<file path="src/rtl/mdio_pkg.sv">
// Shared MDIO field widths and access-type encodings used by the controller and its arbiter.
package mdio_pkg;

  localparam int unsigned MDIO_ACCESS_LENGTH  = 2;
  localparam int unsigned MDIO_PHYADDR_LENGTH = 5;
  localparam int unsigned MDIO_DEVTYPE_LENGTH = 5;
  localparam int unsigned MDIO_DATA_LENGTH    = 16;

  typedef enum logic [1:0] {
    ACCESS_ADDRESS  = 2'b00,
    ACCESS_WRITE    = 2'b01,
    ACCESS_READ_INC = 2'b10,
    ACCESS_READ     = 2'b11
  } mdio_access_e;

endpackage

</file>
<file path="src/rtl/rr_priority_picker.sv">
// Combinational round-robin picker: first set request at or above ptr, wrapping to index 0.
module rr_priority_picker #(
  parameter int unsigned NUM_REQ = 4
) (
  input  logic [NUM_REQ-1:0]         req,
  input  logic [$clog2(NUM_REQ)-1:0] ptr,
  output logic [NUM_REQ-1:0]         grant,
  output logic [$clog2(NUM_REQ)-1:0] index
);

  localparam int unsigned IDX_W = $clog2(NUM_REQ);

  logic             found;
  logic [IDX_W-1:0] cand;

  always_comb begin
    grant = '0;
    index = '0;
    found = 1'b0;
    cand  = '0;
    for (int unsigned i = 0; i < NUM_REQ; i++) begin
      cand = IDX_W'((32'(ptr) + i) % NUM_REQ);
      if (!found && req[cand]) begin
        found       = 1'b1;
        grant[cand] = 1'b1;
        index       = cand;
      end
    end
  end

endmodule

</file>
<file path="src/rtl/mdio_access_arbiter.sv">
// Round-robin arbiter sharing one MDIO controller among NUM_REQ requesters.
// Optional watchdog on the controller handshake is enabled by defining MDIO_ARB_TIMEOUT_EN.
module mdio_access_arbiter
  import mdio_pkg::*;
#(
  parameter int unsigned NUM_REQ        = 4,
  parameter int unsigned ACCESS_LENGTH  = MDIO_ACCESS_LENGTH,
  parameter int unsigned PHYADDR_LENGTH = MDIO_PHYADDR_LENGTH,
  parameter int unsigned DEVTYPE_LENGTH = MDIO_DEVTYPE_LENGTH,
  parameter int unsigned DATA_LENGTH    = MDIO_DATA_LENGTH,
  parameter int unsigned TIMEOUT_CYCLES = 65535
) (
  input  logic                                clk,
  input  logic                                reset_n,
  input  logic [NUM_REQ-1:0]                  req_valid,
  input  logic [NUM_REQ*ACCESS_LENGTH-1:0]    req_access_type,
  input  logic [NUM_REQ*DEVTYPE_LENGTH-1:0]   req_dev_type,
  input  logic [NUM_REQ*PHYADDR_LENGTH-1:0]   req_phy_address,
  input  logic [NUM_REQ*DATA_LENGTH-1:0]      req_reg_address,
  input  logic [NUM_REQ*DATA_LENGTH-1:0]      req_write_data,
  output logic [NUM_REQ-1:0]                  req_grant,
  output logic [NUM_REQ-1:0]                  req_done,
  output logic [NUM_REQ-1:0]                  req_error,
  output logic [DATA_LENGTH-1:0]              rsp_read_data,
  output logic                                mst_access_request,
  output logic [ACCESS_LENGTH-1:0]            mst_access_type,
  output logic [DEVTYPE_LENGTH-1:0]           mst_dev_type,
  output logic [PHYADDR_LENGTH-1:0]           mst_phy_address,
  output logic [DATA_LENGTH-1:0]              mst_reg_address,
  output logic [DATA_LENGTH-1:0]              mst_write_data,
  input  logic [DATA_LENGTH-1:0]              mst_read_data,
  input  logic                                mst_access_complete,
  input  logic                                mst_busy,
  output logic                                arb_busy
);

  localparam int unsigned IDX_W = $clog2(NUM_REQ);

  typedef enum logic [2:0] {IDLE, ISSUE, WAIT_BUSY, WAIT_DONE, RESPOND} state_e;

  state_e                    state, state_nxt;
  logic [IDX_W-1:0]          owner, rr_ptr, pick_idx;
  logic [NUM_REQ-1:0]        pick_grant;
  logic [ACCESS_LENGTH-1:0]  sel_access_type;
  logic [DEVTYPE_LENGTH-1:0] sel_dev_type;
  logic [PHYADDR_LENGTH-1:0] sel_phy_address;
  logic [DATA_LENGTH-1:0]    sel_reg_address, sel_write_data;
  logic                      waiting, finish_ok, wd_expired, read_access;

  rr_priority_picker #(.NUM_REQ(NUM_REQ)) u_picker (
    .req   (req_valid),
    .ptr   (rr_ptr),
    .grant (pick_grant),
    .index (pick_idx)
  );

  always_comb begin
    sel_access_type = '0;
    sel_dev_type    = '0;
    sel_phy_address = '0;
    sel_reg_address = '0;
    sel_write_data  = '0;
    for (int unsigned i = 0; i < NUM_REQ; i++) begin
      if (pick_idx == IDX_W'(i)) begin
        sel_access_type = req_access_type[i*ACCESS_LENGTH +: ACCESS_LENGTH];
        sel_dev_type    = req_dev_type[i*DEVTYPE_LENGTH +: DEVTYPE_LENGTH];
        sel_phy_address = req_phy_address[i*PHYADDR_LENGTH +: PHYADDR_LENGTH];
        sel_reg_address = req_reg_address[i*DATA_LENGTH +: DATA_LENGTH];
        sel_write_data  = req_write_data[i*DATA_LENGTH +: DATA_LENGTH];
      end
    end
  end

  assign waiting     = (state == WAIT_BUSY) || (state == WAIT_DONE);
  assign finish_ok   = waiting && mst_access_complete;
  assign read_access = (mst_access_type == ACCESS_LENGTH'(ACCESS_READ)) ||
                       (mst_access_type == ACCESS_LENGTH'(ACCESS_READ_INC));

  // A completion seen before mst_busy rises is accepted directly from WAIT_BUSY.
  always_comb begin
    state_nxt = state;
    case (state)
      IDLE:      if (|req_valid) state_nxt = ISSUE;
      ISSUE:     state_nxt = WAIT_BUSY;
      WAIT_BUSY: begin
        if (mst_access_complete || wd_expired) state_nxt = RESPOND;
        else if (mst_busy)                     state_nxt = WAIT_DONE;
      end
      WAIT_DONE: if (mst_access_complete || wd_expired) state_nxt = RESPOND;
      RESPOND:   state_nxt = IDLE;
      default:   state_nxt = IDLE;
    endcase
  end

  always_ff @(posedge clk) begin
    if (!reset_n) begin
      state           <= IDLE;
      owner           <= '0;
      rr_ptr          <= '0;
      req_grant       <= '0;
      mst_access_type <= '0;
      mst_dev_type    <= '0;
      mst_phy_address <= '0;
      mst_reg_address <= '0;
      mst_write_data  <= '0;
      rsp_read_data   <= '0;
    end else begin
      state <= state_nxt;
      if (state == IDLE && |req_valid) begin
        owner           <= pick_idx;
        req_grant       <= pick_grant;
        mst_access_type <= sel_access_type;
        mst_dev_type    <= sel_dev_type;
        mst_phy_address <= sel_phy_address;
        mst_reg_address <= sel_reg_address;
        mst_write_data  <= sel_write_data;
      end
      if (finish_ok && read_access) rsp_read_data <= mst_read_data;
      else if (wd_expired)          rsp_read_data <= '1;
      if (state == RESPOND) begin
        req_grant <= '0;
        rr_ptr    <= (owner == IDX_W'(NUM_REQ - 1)) ? '0 : owner + 1'b1;
      end
    end
  end

  assign mst_access_request = (state == ISSUE);
  assign req_done           = (state == RESPOND) ? req_grant : '0;
  assign arb_busy           = (state != IDLE);

`ifdef MDIO_ARB_TIMEOUT_EN
  localparam int unsigned CNT_W = $clog2(TIMEOUT_CYCLES + 1);

  logic [CNT_W-1:0] wd_count;
  logic             timed_out;

  // Expires on the TIMEOUT_CYCLES-th waiting cycle; a same-cycle completion wins.
  assign wd_expired = waiting && !mst_access_complete &&
                      (wd_count == CNT_W'(TIMEOUT_CYCLES - 1));

  always_ff @(posedge clk) begin
    if (!reset_n) begin
      wd_count  <= '0;
      timed_out <= 1'b0;
    end else begin
      wd_count <= waiting ? wd_count + 1'b1 : '0;
      if (wd_expired)             timed_out <= 1'b1;
      else if (state == RESPOND)  timed_out <= 1'b0;
    end
  end

  assign req_error = req_done & {NUM_REQ{timed_out}};
`else
  assign wd_expired = 1'b0;
  assign req_error  = '0;
`endif

endmodule

</file>
<file path="config.mk">
export PLATFORM = sky130hd
export DESIGN_NAME = mdio_access_arbiter
export DESIGN_NICKNAME = d
export VERILOG_FILES = /design/src/rtl/mdio_pkg.sv /design/src/rtl/rr_priority_picker.sv /design/src/rtl/mdio_access_arbiter.sv
export SDC_FILE = /design/constraint.sdc
export NUM_CORES = 1
export LEC_CHECK = 0
export CAP_MARGIN = 10
export CORE_AREA = 2 2 107 109
export DETAILED_ROUTE_END_ITERATION = 8
export DIE_AREA = 0 0 109 111
export DONT_BUFFER_PORTS = 1
export MAX_ROUTING_LAYER = met4
export PLACE_DENSITY = 0.61
export RECOVER_POWER = 100
export SLEW_MARGIN = 40
export SYNTH_ARGS = -nofsm -noshare
export SYNTH_HDL_FRONTEND = slang
export SYNTH_HIERARCHICAL = 1
export SYNTH_SLANG_ARGS = --single-unit
</file>
<file path="constraint.sdc">
create_clock -name clk -period 8.6 [get_ports clk]
set_input_delay 0.43 -clock clk [delete_from_list [all_inputs] [get_ports clk]]
set_output_delay 0.43 -clock clk [all_outputs]
set_load 0.01 [all_outputs]
</file>
Word level (Yosys, flattened, before mapping) --
Cells that the tools add are included.
Storage, ports and cells: register bits 71, logic and storage cells 114
Operators by class: $lt $le $gt $ge 8, bitwise gates (word level) 4, add/sub/neg operators 4, reduce and logical (&&, ||, !) cells 21, muxes and demuxes 54, eq/ne operators 13
Operators with widths (number):
- 16-bit two-way mux | 8
- 5-bit two-way mux | 8
- 4-bit two-way mux | 5
- 2-bit two-way mux | 9
- 2-bit by 3-bit less-than comparator with 1-bit output (second input constant) | 4
- 3-bit two-way mux | 4
- 4-bit bitwise OR | 3
- 3-bit one-hot mux with 4 select lines | 1
- 1-bit two-way mux | 11
- 2-bit equality test (second input constant) | 5
- 1-bit logical AND | 10
- 1-bit binary-select mux with 2-bit select | 4
- 1-bit demux with 2-bit select | 4
- 2-bit by 1-bit >= comparator with 1-bit output (second input constant) | 4
- 3-bit by 2-bit equality test with 1-bit output (second input constant) | 2
- 2-bit by 1-bit adder with 2-bit output (second input constant) | 2
- 2-bit adder (second input constant) | 2
- 2-bit != test (second input constant) | 2
- 4-bit OR reduction | 1
- 3-bit by 1-bit equality test with 1-bit output (second input constant) | 1
- 3-bit equality test (second input constant) | 1
- 1-bit zero test | 3
- 3-bit zero test | 1
- 3-bit != test (second input constant) | 1
- 7 further kinds | 8

Depth between registers and ports, before layout --
depth after elaboration 17, mapped depth 11

Hierarchy --
The synthesis kept the hierarchy.
By module, submodules not included:
- mdio_access_arbiter | area an instance 3703.6 um^2, cells each 337, times used 1
- rr_priority_picker | area an instance 404.1 um^2, cells each 48, times used 1

Least setup slack after synthesis --
No wires, ideal clock.
path kind reg2reg, from register rr_ptr[0], to register mst_reg_address[7], stages on the path, launching flop included 12, setup slack 5339 ps, period minus slack after synthesis 3261 ps, data arrival time 3146 ps, data required time 8485 ps, path buffers 3, cell sequence dfxtp_1 > buf_2 > inv_1 > ha_1 > mux4_2 > nor2b_1 > o21ai_0 > o31ai_1 > buf_2 > buf_2 > mux4_2 > o2bb2ai_2
Between the ends: word-level cells in the longest chain between the ends 17, elaborated cells between the ends (all ways) 32
RTL lines:
- from (decl) | RTL line mdio_access_arbiter.sv:42 | logic [IDX_W-1:0] owner, rr_ptr, pick_idx;
- from (signal assigned) | RTL line mdio_access_arbiter.sv:122 | rr_ptr <= (owner == IDX_W'(NUM_REQ - 1)) ? '0 : owner + 1'b1;
- parallel branches: the longest is 11 deep, another holds 2-bit by 1-bit adder with 2-bit output
- 2-bit two-way mux (*) | RTL line rr_priority_picker.sv:23 | if (!found && req[cand]) begin
- net pick_idx[0] | RTL line mdio_access_arbiter.sv:42
- 2-bit zero test | RTL line mdio_access_arbiter.sv:64 | if (pick_idx == IDX_W'(i)) begin
- 16-bit two-way mux (3 in a row) | RTL line mdio_access_arbiter.sv:64
- 16-bit two-way mux (*) | RTL line mdio_access_arbiter.sv:64
- to (signal assigned) | RTL line mdio_access_arbiter.sv:115 | mst_reg_address <= sel_reg_address;
- to (decl) | RTL line mdio_access_arbiter.sv:29 | output logic [DATA_LENGTH-1:0] mst_reg_address,
Mark *: on every way through the listed nets, which the timed path passes. The select of a mux whose other input is x is not followed. A chain may end at the register's enable or synchronous reset.

Worst setup path after layout --
from register rr_ptr[0], to register mst_reg_address[10]
The elaborated chain is that of the path after synthesis.

==> impl_results.md <==
- Pwr dens: 231.6 nW/um^2
- TritonCTS clock tree: done
- GR Util met1: 0.2193
- Starting Density: 0.3708
- 1st-iter DRT viols: 185
- Share of cells above drive strength 1: 0.2027
- Worst-margin pin slew: 2781 ps
- CTS Hold Bufs: 0
- R2R setup slack: 2850 ps
- Worst path most repeated cell: mux4_2
- Core box area: 11080 sq um
- Worst-path fanout max: 35
- Grt met3 use: 0.07407
- RR Startpoint: rr_ptr[0]
- Grt ovf: 0
- Width of the chip: 109 um
- Busiest layer in global routing: met2
- Remaining DRCs: 0
- Clock transition at path regs: 60 ps
- Worst clock skew: 8.689 ps
- Clk_lat worst skew: 330 ps
- Yosys reg bits: 71
- Dpl hpwl: 9.323 mm
- EDFF count, synth: 0
- Fin. max-slew vios: 82
- Post-Syn Area per Cell: 10.67 sq um
- Max incr delay on CP: 1980 ps
- FF-to-FF path depth: 10
- Worst Hold Depth: 2
- CP Capture Type: flop
- Final Non-Filler Cells: 513
- Largest net degree at the start of global routing: 48
- Final wirelength: 12.46 mm
- Max cap viols: 2
- Ports: 274
- Routed via count: 3177
- CP Launch Type: flop
- Seq/Total Area, Yosys: 0.3460
- Yosys cell types: 40
- Ys flop type: dfxtp_1
- Post-synthesis cell count: 385
- Critical path class: flop to flop
- Min-Delay Startpoint: mst_read_data[11]
- Largest buffer count on any clock path: 2
- RSZ-0062 raised after global routing: false
- Peak supply drop: 0.0001089 V
- Placer Congestion: 0.8786
- Synthesized area: 4108 sq um
- Antenna fix cells: 0
- Setup-failing EPs final: 0
- Die Y: 111 um
- All-Layer GR Usage: 0.2050
- DIE AREA: 12100 sq um
- Setup tns final: 0 ps
- Arr. time, crit path: 5930 ps
- Nets: 572
- Cell Chain, Critical Path: inv_1 -> ha_1 -> mux4_2 -> nor2b_1 -> o21ai_0 -> o31ai_4 -> buf_4 -> clkbuf_1 -> mux4_2 -> o2bb2ai_1
- CTS Buf Count: 9
- Yosys warnings: 6
- Root buffer cell: clkbuf_16
- PostCTS Resize Cnt: 0
- H-tree depth: 3
- Outcome: complete, but fails checks
- Leakage power: 1.409 nW
- R2R Path End: mst_reg_address[10]
- Fraction of registers with async set/reset: 0
- Crit share post-route: 0.6686
- First-pass GRT wire length: 17.99 mm
- Vias per cell: 6.193
- Met2 Track Usage GR: 0.3557
- Hold endpoint: rsp_read_data[11]
- Post-route minimum period: 5750 ps
- Clock Sinks: 71
- Final Hold Fails: 0
- Max-slew headroom: -0.8537
- Setup Buffers After CTS: 0
- Vias in the first global route: 3192
- Dpl cells: 496
- Failing checks: max-capacitance violations, max-slew violations
- DRT Pass-1 Iters: 7
- FP Rows: 39
- Routed Antenna Nets: 0
- Port bufs: 0
- Required @ worst endpoint: 8780 ps
- Critical path's slowest cell: clkbuf_1
- Area grow syn2layout: 7.676%
- Min-delay worst type: primary input to flop
- Initial antenna violation count: 0
- Wire per inst: 24.29 um
- Fmax: 0.1739 GHz
[power by group]
| part | switching (mW) | internal, mW |
|---|---|---|
| logic | 0.102 | 0.104 |
| registers | 0.0522 | 0.372 |
| clock network | 0.144 | 0.252 |
| total | 0.298 | 0.727 |
[metal layers]
metal  up-vias  wire length (um)
met4         0               144
li1       1416                 -
met5         -                 0
met2       193              6478
met1      1558              4543
met3        10              1292
[synthesized netlist by cell type (all sizes together) (2+ instances only)]
cell type   n  area [sq um]
nand2      81         304.0
dfxtp      71          1421
mux4       48          1081
o2bb2ai    44         404.1
a21oi      25         125.1
buf        23         157.6
clkbuf     15         56.30
o21ai      13         65.06
a22oi       8         60.06
nand3       8         40.04
nor2        8         32.54
ha          6         75.07
inv         6         25.03
and3        4         25.02
nor2b       3         18.77
nand2b      2         12.51
nor3        2         32.53
nor3b       2         15.01
o211ai      2         15.01
[kinds of logic after synthesis]
logic type,Yosys count,share of synthesized area
AOI/OAI and AO/OA,96,0.1709
adders and majority gates,6,0.01828
buffers and inverters,44,0.05818
DFF,71,0.3460
muxes,49,0.2656
other,1,0.0009129
and+or+nand+nor,118,0.1401
[flip-flops by register name (all words and copies together) (netlist names)]
register	count
mst_reg_address	16
mst_write_data	16
rsp_read_data	16
mst_dev_type	5
mst_phy_address	5
req_grant	4
state	3
mst_access_type	2
owner	2
rr_ptr	2
[area by class of cell]
class	count	area [sq um]
fill	1064	6654
multi-input combinational	273	2445
sequential	71	1421
clock buffer	9	225.2
tap	143	178.9
clock inverter	6	86.33
timing repair buffer	5	41.29
inverter	6	25.02
[worst max-delay path: cells and delay by family, from the launching register on]
kind | cells | cell delay [ps]
AOI/OAI and AO/OA | 3 | 580
DFF | 1 | 760
muxes | 2 | 1120
and+or+nand+nor | 1 | 300
adders and majority gates | 1 | 400
buffers and inverters | 3 | 2390
[through the flow]
stage                     hold WS, ps  utilization  setup slack [ps]  power (mW)  cell area [sq um]
after floorplan                 457.8            -              5339      0.6022               4119
after global placement          471.4       0.3719              4553      0.6280               4119
after detailed placement        489.9       0.3739              4437      0.6376               4141
after CTS                       218.1       0.4020              4441       1.039               4453
after global routing            224.1       0.3993              2241       1.075               4423
final                           235.3       0.3993              2850       1.024               4423
[worst max path at each step]
stage,from,to,slack (ps),depth (start not counted)
floorplan,rr_ptr[0],mst_reg_address[7],5340,11
global placement,rr_ptr[0],mst_write_data[4],4550,9
detailed placement,rr_ptr[0],mst_reg_address[10],4440,9
CTS,rr_ptr[0],mst_reg_address[10],4440,9
global route,rr_ptr[0],mst_reg_address[10],2240,10
finish,rr_ptr[0],mst_reg_address[10],2850,10
[cells in the final DEF, fill, tap and decap left out, types with 2 or more instances in the layout]
cell,netlist,final
nor3b_1,2,2
and3_1,4,4
o21ai_0,12,13
ha_1,6,6
a21oi_1,25,25
nand3_1,8,8
buf_4,5,3
a22oi_1,8,8
clkbuf_16,0,9
bufinv_16,0,2
mux4_2,48,48
clkinv_2,0,2
nor2_1,7,7
nand2_1,81,81
conb_1,1,4
inv_1,5,4
o2bb2ai_1,41,42
nand2b_1,2,2
o211ai_1,2,2
nor2b_1,3,3
dfxtp_1,71,71
o2bb2ai_2,3,2
(Power assumes the default switching activity.)
